**src/rtl/alu_pkg.sv**
```systemverilog
// Shared definitions for the ALU issue queue slice.
// Holds the default operand/command widths and the packet width. It also holds
// the bit offsets of the fields in a command packet, the multiply command codes
// that force bubbles, and the issue FSM state encoding.
// Packet layout (LSB first): IN_VALID[1:0], MODE, CIN, CMD, OPB, OPA.
package alu_pkg;

  localparam int ALU_DATA_WIDTH = 8;
  localparam int ALU_CMD_WIDTH  = 4;
  localparam int PKT_W          = 2*ALU_DATA_WIDTH + ALU_CMD_WIDTH + 4;

  // Width-independent field offsets; OPB/OPA offsets follow CMD.
  localparam int FLD_IV_LSB  = 0;
  localparam int FLD_MODE    = 2;
  localparam int FLD_CIN     = 3;
  localparam int FLD_CMD_LSB = 4;

  localparam logic [3:0] CMD_MUL_INC = 4'd9;
  localparam logic [3:0] CMD_MUL_SHL = 4'd10;

  typedef enum logic {
    IDLE  = 1'b0,
    STALL = 1'b1
  } iq_state_e;

endpackage

```
**src/rtl/alu_cmd_fifo.sv**
```systemverilog
// Command FIFO for the ALU issue queue.
// Ports:
//   CLK, RESET_N   clock, asynchronous active-low reset
//   flush          synchronous clear of pointers and level (wins over push/pop)
//   push, wdata    write one packet at the tail
//   pop, rdata     head packet (combinational read), popped at the edge
//   level          occupancy, one bit wider than the pointers
//   full, empty    level == DEPTH / level == 0
module alu_cmd_fifo
  import alu_pkg::*;
#(
  parameter int PKT_WIDTH = PKT_W,
  parameter int DEPTH     = 4
) (
  input  logic                   CLK,
  input  logic                   RESET_N,
  input  logic                   flush,
  input  logic                   push,
  input  logic [PKT_WIDTH-1:0]   wdata,
  input  logic                   pop,
  output logic [PKT_WIDTH-1:0]   rdata,
  output logic [$clog2(DEPTH):0] level,
  output logic                   full,
  output logic                   empty
);

  localparam int AW = $clog2(DEPTH);

  logic [PKT_WIDTH-1:0] mem [DEPTH];
  logic [AW-1:0]        wptr;
  logic [AW-1:0]        rptr;

  // Storage carries no reset; only pointers and level are control state.
  always_ff @(posedge CLK) begin
    if (push) mem[wptr] <= wdata;
  end

  // Pointers wrap naturally; level tells full from empty.
  always_ff @(posedge CLK or negedge RESET_N) begin
    if (!RESET_N) begin
      wptr  <= '0;
      rptr  <= '0;
      level <= '0;
    end else if (flush) begin
      wptr  <= '0;
      rptr  <= '0;
      level <= '0;
    end else begin
      if (push) wptr <= wptr + AW'(1);
      if (pop)  rptr <= rptr + AW'(1);
      case ({push, pop})
        2'b10:   level <= level + (AW+1)'(1);
        2'b01:   level <= level - (AW+1)'(1);
        default: level <= level;
      endcase
    end
  end

  assign rdata = mem[rptr];
  assign full  = (level == (AW+1)'(DEPTH));
  assign empty = (level == '0);

endmodule

```
**src/rtl/alu_issue_queue.sv**
```systemverilog
// ALU issue queue: buffers packed ALU commands from a valid/ready upstream and
// issues at most one per cycle onto registered ALU input signals. After a
// multiply (MODE=1, CMD 9 or 10) it inserts MUL_LAT bubble cycles.
// Optional feature macro ISSUE_CNT_EN adds a 16-bit wrapping issue counter.
// Ports:
//   CLK, RESET_N        clock, asynchronous active-low reset
//   S_VALID/S_READY     upstream handshake, S_DATA packet
//   FLUSH               synchronous clear of queue, stall and issue
//   ALU_CE              ALU clock enable (high from first edge after reset)
//   ALU_OPA/OPB/CMD/CIN/MODE/IN_VALID  registered ALU inputs; IN_VALID=00 is a bubble
//   ISSUE_CNT           issue count (only with ISSUE_CNT_EN)
//   LEVEL               queue occupancy
module alu_issue_queue
  import alu_pkg::*;
#(
  parameter int DATA_WIDTH = ALU_DATA_WIDTH,
  parameter int CMD_WIDTH  = ALU_CMD_WIDTH,
  parameter int DEPTH      = 4,
  parameter int MUL_LAT    = 2
) (
  input  logic                            CLK,
  input  logic                            RESET_N,
  input  logic                            S_VALID,
  output logic                            S_READY,
  input  logic [2*DATA_WIDTH+CMD_WIDTH+3:0] S_DATA,
  input  logic                            FLUSH,
  output logic                            ALU_CE,
  output logic [DATA_WIDTH-1:0]           ALU_OPA,
  output logic [DATA_WIDTH-1:0]           ALU_OPB,
  output logic [CMD_WIDTH-1:0]            ALU_CMD,
  output logic                            ALU_CIN,
  output logic                            ALU_MODE,
  output logic [1:0]                      ALU_IN_VALID,
`ifdef ISSUE_CNT_EN
  output logic [15:0]                     ISSUE_CNT,
`endif
  output logic [$clog2(DEPTH):0]          LEVEL
);

  localparam int PW      = 2*DATA_WIDTH + CMD_WIDTH + 4;
  localparam int OPB_LSB = FLD_CMD_LSB + CMD_WIDTH;
  localparam int OPA_LSB = OPB_LSB + DATA_WIDTH;

  iq_state_e      state_q, state_d;
  logic [2:0]     stall_cnt_q, stall_cnt_d;
  logic [PW-1:0]  head;
  logic           full, empty;
  logic           push, issue, is_mul;
  logic [CMD_WIDTH-1:0] head_cmd;

  // ALU_CE doubles as the "out of reset" flag, keeping S_READY low in reset.
  assign S_READY = ALU_CE && !full && !FLUSH;
  assign push    = S_VALID && S_READY;
  assign issue   = (state_q == IDLE) && !empty && !FLUSH;

  assign head_cmd = head[FLD_CMD_LSB +: CMD_WIDTH];
  assign is_mul   = head[FLD_MODE] &&
                    ((head_cmd == CMD_WIDTH'(CMD_MUL_INC)) ||
                     (head_cmd == CMD_WIDTH'(CMD_MUL_SHL)));

  alu_cmd_fifo #(
    .PKT_WIDTH (PW),
    .DEPTH     (DEPTH)
  ) u_fifo (
    .CLK     (CLK),
    .RESET_N (RESET_N),
    .flush   (FLUSH),
    .push    (push),
    .wdata   (S_DATA),
    .pop     (issue),
    .rdata   (head),
    .level   (LEVEL),
    .full    (full),
    .empty   (empty)
  );

  always_ff @(posedge CLK or negedge RESET_N) begin
    if (!RESET_N) begin
      state_q     <= IDLE;
      stall_cnt_q <= '0;
    end else begin
      state_q     <= state_d;
      stall_cnt_q <= stall_cnt_d;
    end
  end

  // STALL returns to IDLE on the edge where the count is already zero, so a
  // multiply is followed by exactly MUL_LAT bubbles.
  always_comb begin
    state_d     = state_q;
    stall_cnt_d = stall_cnt_q;
    if (FLUSH) begin
      state_d     = IDLE;
      stall_cnt_d = '0;
    end else begin
      case (state_q)
        IDLE: begin
          if (issue && is_mul && (MUL_LAT > 0)) begin
            state_d     = STALL;
            stall_cnt_d = 3'(MUL_LAT - 1);
          end
        end
        STALL: begin
          if (stall_cnt_q == 3'd0) state_d = IDLE;
          else                     stall_cnt_d = stall_cnt_q - 3'd1;
        end
        default: state_d = IDLE;
      endcase
    end
  end

  // Issue stage: operand fields hold on bubbles, only IN_VALID drops to 00.
  always_ff @(posedge CLK or negedge RESET_N) begin
    if (!RESET_N) begin
      ALU_CE       <= 1'b0;
      ALU_OPA      <= '0;
      ALU_OPB      <= '0;
      ALU_CMD      <= '0;
      ALU_CIN      <= 1'b0;
      ALU_MODE     <= 1'b0;
      ALU_IN_VALID <= 2'b00;
    end else begin
      ALU_CE <= 1'b1;
      if (issue) begin
        ALU_OPA      <= head[OPA_LSB +: DATA_WIDTH];
        ALU_OPB      <= head[OPB_LSB +: DATA_WIDTH];
        ALU_CMD      <= head_cmd;
        ALU_CIN      <= head[FLD_CIN];
        ALU_MODE     <= head[FLD_MODE];
        ALU_IN_VALID <= head[FLD_IV_LSB +: 2];
      end else begin
        ALU_IN_VALID <= 2'b00;
      end
    end
  end

`ifdef ISSUE_CNT_EN
  always_ff @(posedge CLK or negedge RESET_N) begin
    if (!RESET_N)   ISSUE_CNT <= '0;
    else if (FLUSH) ISSUE_CNT <= '0;
    else if (issue) ISSUE_CNT <= ISSUE_CNT + 16'd1;
  end
`endif

endmodule

```
**config.mk**
```make
export PLATFORM = sky130hd
export DESIGN_NAME = alu_issue_queue
export DESIGN_NICKNAME = d
export VERILOG_FILES = /design/src/rtl/alu_pkg.sv /design/src/rtl/alu_cmd_fifo.sv /design/src/rtl/alu_issue_queue.sv
export SDC_FILE = /design/constraint.sdc
export NUM_CORES = 1
export LEC_CHECK = 0
export ABC_AREA = 0
export ABC_CLOCK_PERIOD_IN_PS = 2450
export BUFFER_PORTS_ARGS = -buffer_cell sky130_fd_sc_hd__buf_2
export CAP_MARGIN = 20
export CELL_PAD_IN_SITES_DETAIL_PLACEMENT = 0
export CELL_PAD_IN_SITES_GLOBAL_PLACEMENT = 1
export CORE_MARGIN = 2
export CORE_UTILIZATION = 50
export CTS_CLUSTER_SIZE = 30
export DETAILED_ROUTE_END_ITERATION = 10
export PLACE_DENSITY = 0.83
export REMOVE_ABC_BUFFERS = 1
export SLEW_MARGIN = 15
export SYNTH_ARGS = -nofsm -noshare
export SYNTH_HDL_FRONTEND = slang
export SYNTH_SLANG_ARGS = --single-unit
```
**constraint.sdc**
```tcl
create_clock -name CLK -period 2.45 [get_ports CLK]
set_clock_uncertainty 0.15 [all_clocks]
set_input_delay 0.49 -clock CLK [delete_from_list [all_inputs] [get_ports CLK]]
set_output_delay 0.49 -clock CLK [all_outputs]
set_load 0.1 [all_outputs]
```
# After elaboration in Yosys (flattened, before gate mapping)
# Memories as Yosys holds them, arrays and structs flattened.
# Cells that the tools add are included.
[op_classes]
n_addsub = 5
mul = 0
div_mod_pow = 0
n_lt_le_gt_ge = 0
eq_ne = 7
shifts = 0
mux = 17
bitwise_logic = 1
reduce_logical = 17
[op_table]
columns = ["op", "n"]
rows = [
  ["3-bit 2-to-1 mux", 4],
  ["3-bit case mux with 2 select lines", 2],
  ["2-bit 2-to-1 mux", 5],
  ["4-bit equality test (second input constant)", 2],
  ["1-bit logical AND", 7],
  ["3-bit zero test", 2],
  ["3-bit by 1-bit subtractor with 3-bit output (second input constant)", 2],
  ["1-bit 2-to-1 mux", 5],
  ["2-bit by 1-bit adder with 2-bit output (second input constant)", 2],
  ["2-bit nonzero test", 2],
  ["3-bit by 1-bit adder with 3-bit output (second input constant)", 1],
  ["3-bit equality test (second input constant)", 1],
  ["1-bit zero test", 3],
  ["3-bit by 2-bit != test with 1-bit output (second input constant)", 1],
  ["3-bit != test (second input constant)", 1],
  ["3-bit nonzero test", 1],
  ["2-bit by 1-bit equality test with 1-bit output (second input constant)", 1],
  ["2-bit equality test (second input constant)", 1],
  ["1-bit case mux with 2 select lines", 1],
  ["2-bit AND reduction", 1],
  ["1-bit logical OR", 1],
  ["1-bit NOT", 1],
]
[word_totals]
reg_bits = 36
latchBits = 0
mem_bits_rw = 96
romBits = 0
word_cells = 60
mem_count = 1
[memory_table]
columns = ["name", "depth", "word_bits", "read_ports", "rd_ports_with_merged_regs", "wr", "line_no", "source"]
rows = [
  ["u_fifo.mem", 4, 24, 1, 0, 1, "alu_cmd_fifo.sv:29", "logic [PKT_WIDTH-1:0] mem [DEPTH];"],
]

# Longest topological paths before layout
[depth]
ltp_word = 8
mapped_depth = 8
ltp_nobuf = 7

# By module
# From an unflattened synthesis, not the netlist that was laid out.
[unflattened]
hier_cells = 255
area_unflattened_um2 = 5246.3
[modules_own_cells]
columns = ["module", "instances", "cells_each", "area_per_inst_um2"]
rows = [
  ["alu_cmd_fifo", 1, 167, 3937.5],
  ["alu_issue_queue", 1, 88, 1308.8],
]

# Worst setup path before layout
# No wires, ideal clock.
[synth_timing]
path_kind = "register -> output"
startpoint = "reg u_fifo.level[0]"
endpoint = "out S_READY"
arrival_ps = 3448
t_required_ps = 1810
path_slack_ps = -1638
path_stages_with_launch = 3
path_buffers = 0
path_cell_list = "dfrtp_1 -> nor3b_2 -> nor3b_1"
[synth_between]
elab_chain_len = 4
[synth_lines]
columns = ["element", "line_no", "source"]
rows = [
  ["from (decl)", "alu_cmd_fifo.sv:22", "output logic [$clog2(DEPTH):0] level,"],
  ["from (signal assigned)", "alu_cmd_fifo.sv:52", "2'b10: level <= level + (AW+1)'(1);"],
  ["from (signal assigned)", "alu_cmd_fifo.sv:53", "2'b01: level <= level - (AW+1)'(1);"],
  ["from (signal assigned)", "alu_cmd_fifo.sv:54", "default: level <= level;"],
  ["3-bit equality test", "alu_cmd_fifo.sv:60", "assign full = (level == (AW+1)'(DEPTH));"],
  ["1-bit zero test", "alu_issue_queue.sv:52", "assign S_READY = ALU_CE && !full && !FLUSH;"],
  ["1-bit logical AND (2 in series)", "alu_issue_queue.sv:52", ""],
  ["to (decl)", "alu_issue_queue.sv:24", "output logic S_READY,"],
]
# Every way passes these cells.

# Worst setup path in the final report
# Ends and elaborated chain as after synthesis.

==> impl_metrics.env <==
export IMPL_setup_ws_ns=0.121
export IMPL_place_area_sq_mm=0.00568
export IMPL_p_comb_share_pct=35.4
export IMPL_worst_pin_slew_ns=0.708
export IMPL_synth_top_family_by_area="multiplexers"
export IMPL_synth_mux_area_share_pct=15.7
export IMPL_routabilityCongestion=0.722
export IMPL_numCtsBuffers=17
export IMPL_p_switching_mw=3.32
export IMPL_seqPwrFrac_pct=34.2
export IMPL_grt_pass1_wl_um=14300
export IMPL_overflow=0
export IMPL_critPathLaunchType="flop"
export IMPL_cap_violations=0
export IMPL_netlist_top_cells_count="edfxtp_1, dfrtp_1, mux2_2"
export IMPL_dp_hpwl_um=5380
export IMPL_clkPwrFrac_pct=30.4
export IMPL_rr_startpoint="u_fifo.level[0]"
export IMPL_critPathLaunch="u_fifo.level[0]"
export IMPL_r2r_end="u_fifo.level[2]"
export IMPL_path_max_fanout=7
export IMPL_synthSimpleGateAreaFrac_pct=3.67
export IMPL_synth_edf_count=96
export IMPL_via_per_inst=5.41
export IMPL_power_switching_share_pct=39.7
export IMPL_synth_top_area_share_pct=56.1
export IMPL_ir_worst_vdd_uv=1120
export IMPL_antenna_left=0
export IMPL_final_core_util_pct=62.1
export IMPL_synth_compound_area_share_pct=2.97
export IMPL_required_ns=1.81
export IMPL_drive_gt1_share_pct=43.1
export IMPL_synth_distinct_cells=40
export IMPL_core_area_sq_mm=0.0101
export IMPL_die_area_sq_mm=0.0111
export IMPL_yosys_warnings=0
export IMPL_dieWidth_um=105
export IMPL_initial_core_util_pct=50.7
export IMPL_n_antenna_cell=0
export IMPL_power_leakage_nw=2.37
export IMPL_rows=37
export IMPL_post_cts_buffers=0
export IMPL_clk_latency_ns=0.52
export IMPL_p_int_mw=5.05
export IMPL_maxSlewHeadroom_pct=52.8
export IMPL_synth_area_per_cell_sq_um=19.9
export IMPL_worstSetupEndpointType="output pin"
export IMPL_fmax_ghz=0.429
export IMPL_power_density_mw_per_mm2=1330
export IMPL_htree_levels=4
export IMPL_dr_total_vias=2627
export IMPL_fin_tns_setup_ns=0
export IMPL_wirelength_um=8920
export IMPL_grt_use_total_pct=17.6
export IMPL_syn_to_final_growth_pct=22.5
export IMPL_wl_per_cell_um=18.3
export IMPL_ys_seq_area_share_pct=73.6
export IMPL_cts_sinks=132
export IMPL_fin_nets=372
export IMPL_yosysMostFrequentCell="edfxtp_1"
export IMPL_antenna_found_initial=0
export IMPL_async_flop_share_pct=27.3
export IMPL_first_pass_iters=4
export IMPL_slew_viol_final=0
export IMPL_synth_xor_area_share_pct=0.511
export IMPL_endpoint="S_READY"
export IMPL_cts_root_buf="clkbuf_8"
export IMPL_grt_max_degree=29
export IMPL_cts_tree="done"
export IMPL_finalCritPeriodShare_pct=95.1
export IMPL_finalHoldViolCount=0
export IMPL_synth_area_leaders="edfxtp_1, dfrtp_1, mux4_2"
export IMPL_hold_class="in2reg"
export IMPL_pin_count=57
export IMPL_setup_viol=0
export IMPL_cts_path_max_buffers=2
export IMPL_synth_main_ff_cell="edfxtp_1"
export IMPL_dr_first_iter_drc_count=121
export IMPL_finalInstanceArea_sq_mm=0.00630
export IMPL_yosysTopAreaCell="edfxtp_1"
export IMPL_cts_clk_slew_worst_paths_ns=0.06
export IMPL_dp_slack_ns=0.101
export IMPL_io_buffers=56
export IMPL_die_h_um=105
export IMPL_worstHoldStart="S_DATA[9]"
export IMPL_r2r_cells=7
export IMPL_ys_ff_latch=132
export IMPL_rsz0062_at_grt="false"
export IMPL_grt_pass1_vias=2675
export IMPL_synth_fa_ha_area_share_pct=1.85
export IMPL_netlist_area_sq_mm=0.00514
export IMPL_outcome="completed"
export IMPL_synthCells=259
export IMPL_layout_min_cycle_time_ns=2.33
export IMPL_arrival_ns=1.69
export IMPL_route_detailed_drc=0
export IMPL_path_class="reg2out"
export IMPL_r2r_slack_ns=0.20
[cells in the final DEF (no fill, tap or decap), types with 4 or more instances in the layout]
cell type and n:
edfxtp_1 96, buf_2 55, dfrtp_1 35, mux2_2 23
mux4_2 22, clkbuf_16 16, buf_4 10, nor2_1 8
inv_1 6, o21ai_0 6, ha_1 6, clkinv_4 5
and2_1 4, buf_12 4
[through the flow]
step,total power [mW],hold WS (ns),instances
2_1_floorplan,5.30,0.0444,248
3_3_place_gp,5.85,0.321,453
3_5_place_dp,5.89,0.315,453
4_1_cts,8.46,0.00742,486
5_1_grt,8.70,0.0209,486
6_report,8.37,0.0348,486
[critical path, cell delays in order, from the launching register on]
cell     delay [ns]
dfrtp_1        0.46
nor3b_2        0.37
nor3b_1        0.09
buf_4          0.24
[area by class of cell]
class	count	area, sq um
multi-input combinational	110	1270
timing repair buffer	70	440
clock inverter	13	175
inverter	6	22.5
sequential	132	3780
tap	136	170
clock buffer	19	432
fill	715	3840
[how the worst min path moves through the flow]
| stage | endpoint | slack, ns | cells past startpoint |
|---|---|---|---|
| global placement | ALU_CMD[3] | 0.32 | 1 |
| detailed placement | ALU_CMD[3] | 0.32 | 1 |
| global route | u_fifo.mem[1][16] | 0.02 | 1 |
| CTS | u_fifo.mem[0][9] | 0.007 | 1 |
| floorplan | ALU_CE | 0.04 | 0 |
| finish | u_fifo.mem[3][9] | 0.03 | 1 |
[layer usage]
layer	part of all wire [%]	wire length, um	track usage [%]	vias to the layer above
met5	0	0	0	-
met3	3.9	348	5.01	12
met1	45	4040	23.5	1372
li1	-	-	-	1185
met2	50	4420	27.8	58
met4	1.2	107	6.86	0
[cell families (layout without fill, tap and decap cells)]
logic type	after synthesis	count (layout)
DFF	132	132
muxes	47	47
and+or+nand+nor	32	32
AOI/OAI and AO/OA	20	20
buffers and inverters	17	108
adders and majority gates	7	7
xor gates and xnor gates	3	3
other	1	1
[sequential cells by signal (all words and copies together) (netlist names)]
register,cells
ALU_OPA,8
u_fifo.rptr,2
ALU_IN_VALID,2
stall_cnt_q,3
ALU_CE,1
ALU_CMD,4
ALU_CIN,1
state_q,1
u_fifo.wptr,2
ALU_OPB,8
ALU_MODE,1
u_fifo.level,3
u_fifo.mem,96
[power groups by stage]
| stage | Clock [mW] | Sequential [mW] | Combinational (mW) |
|---|---|---|---|
| global placement | 0 | 2.90 | 2.95 |
| detailed placement | 0 | 2.91 | 2.98 |
| CTS | 2.59 | 2.87 | 2.99 |
| global route | 2.68 | 2.91 | 3.11 |
| finish | 2.55 | 2.87 | 2.96 |
| floorplan | 0 | 4.51 | 0.790 |
[repair_timing]
action / CTS / global route
hold buffers: 1 / 0
endpoints found under the hold margin: 27 / 0
endpoints found under the setup margin: 1 / 0
gates resized for setup: 1 / 0
(Power assumes the default switching activity.)
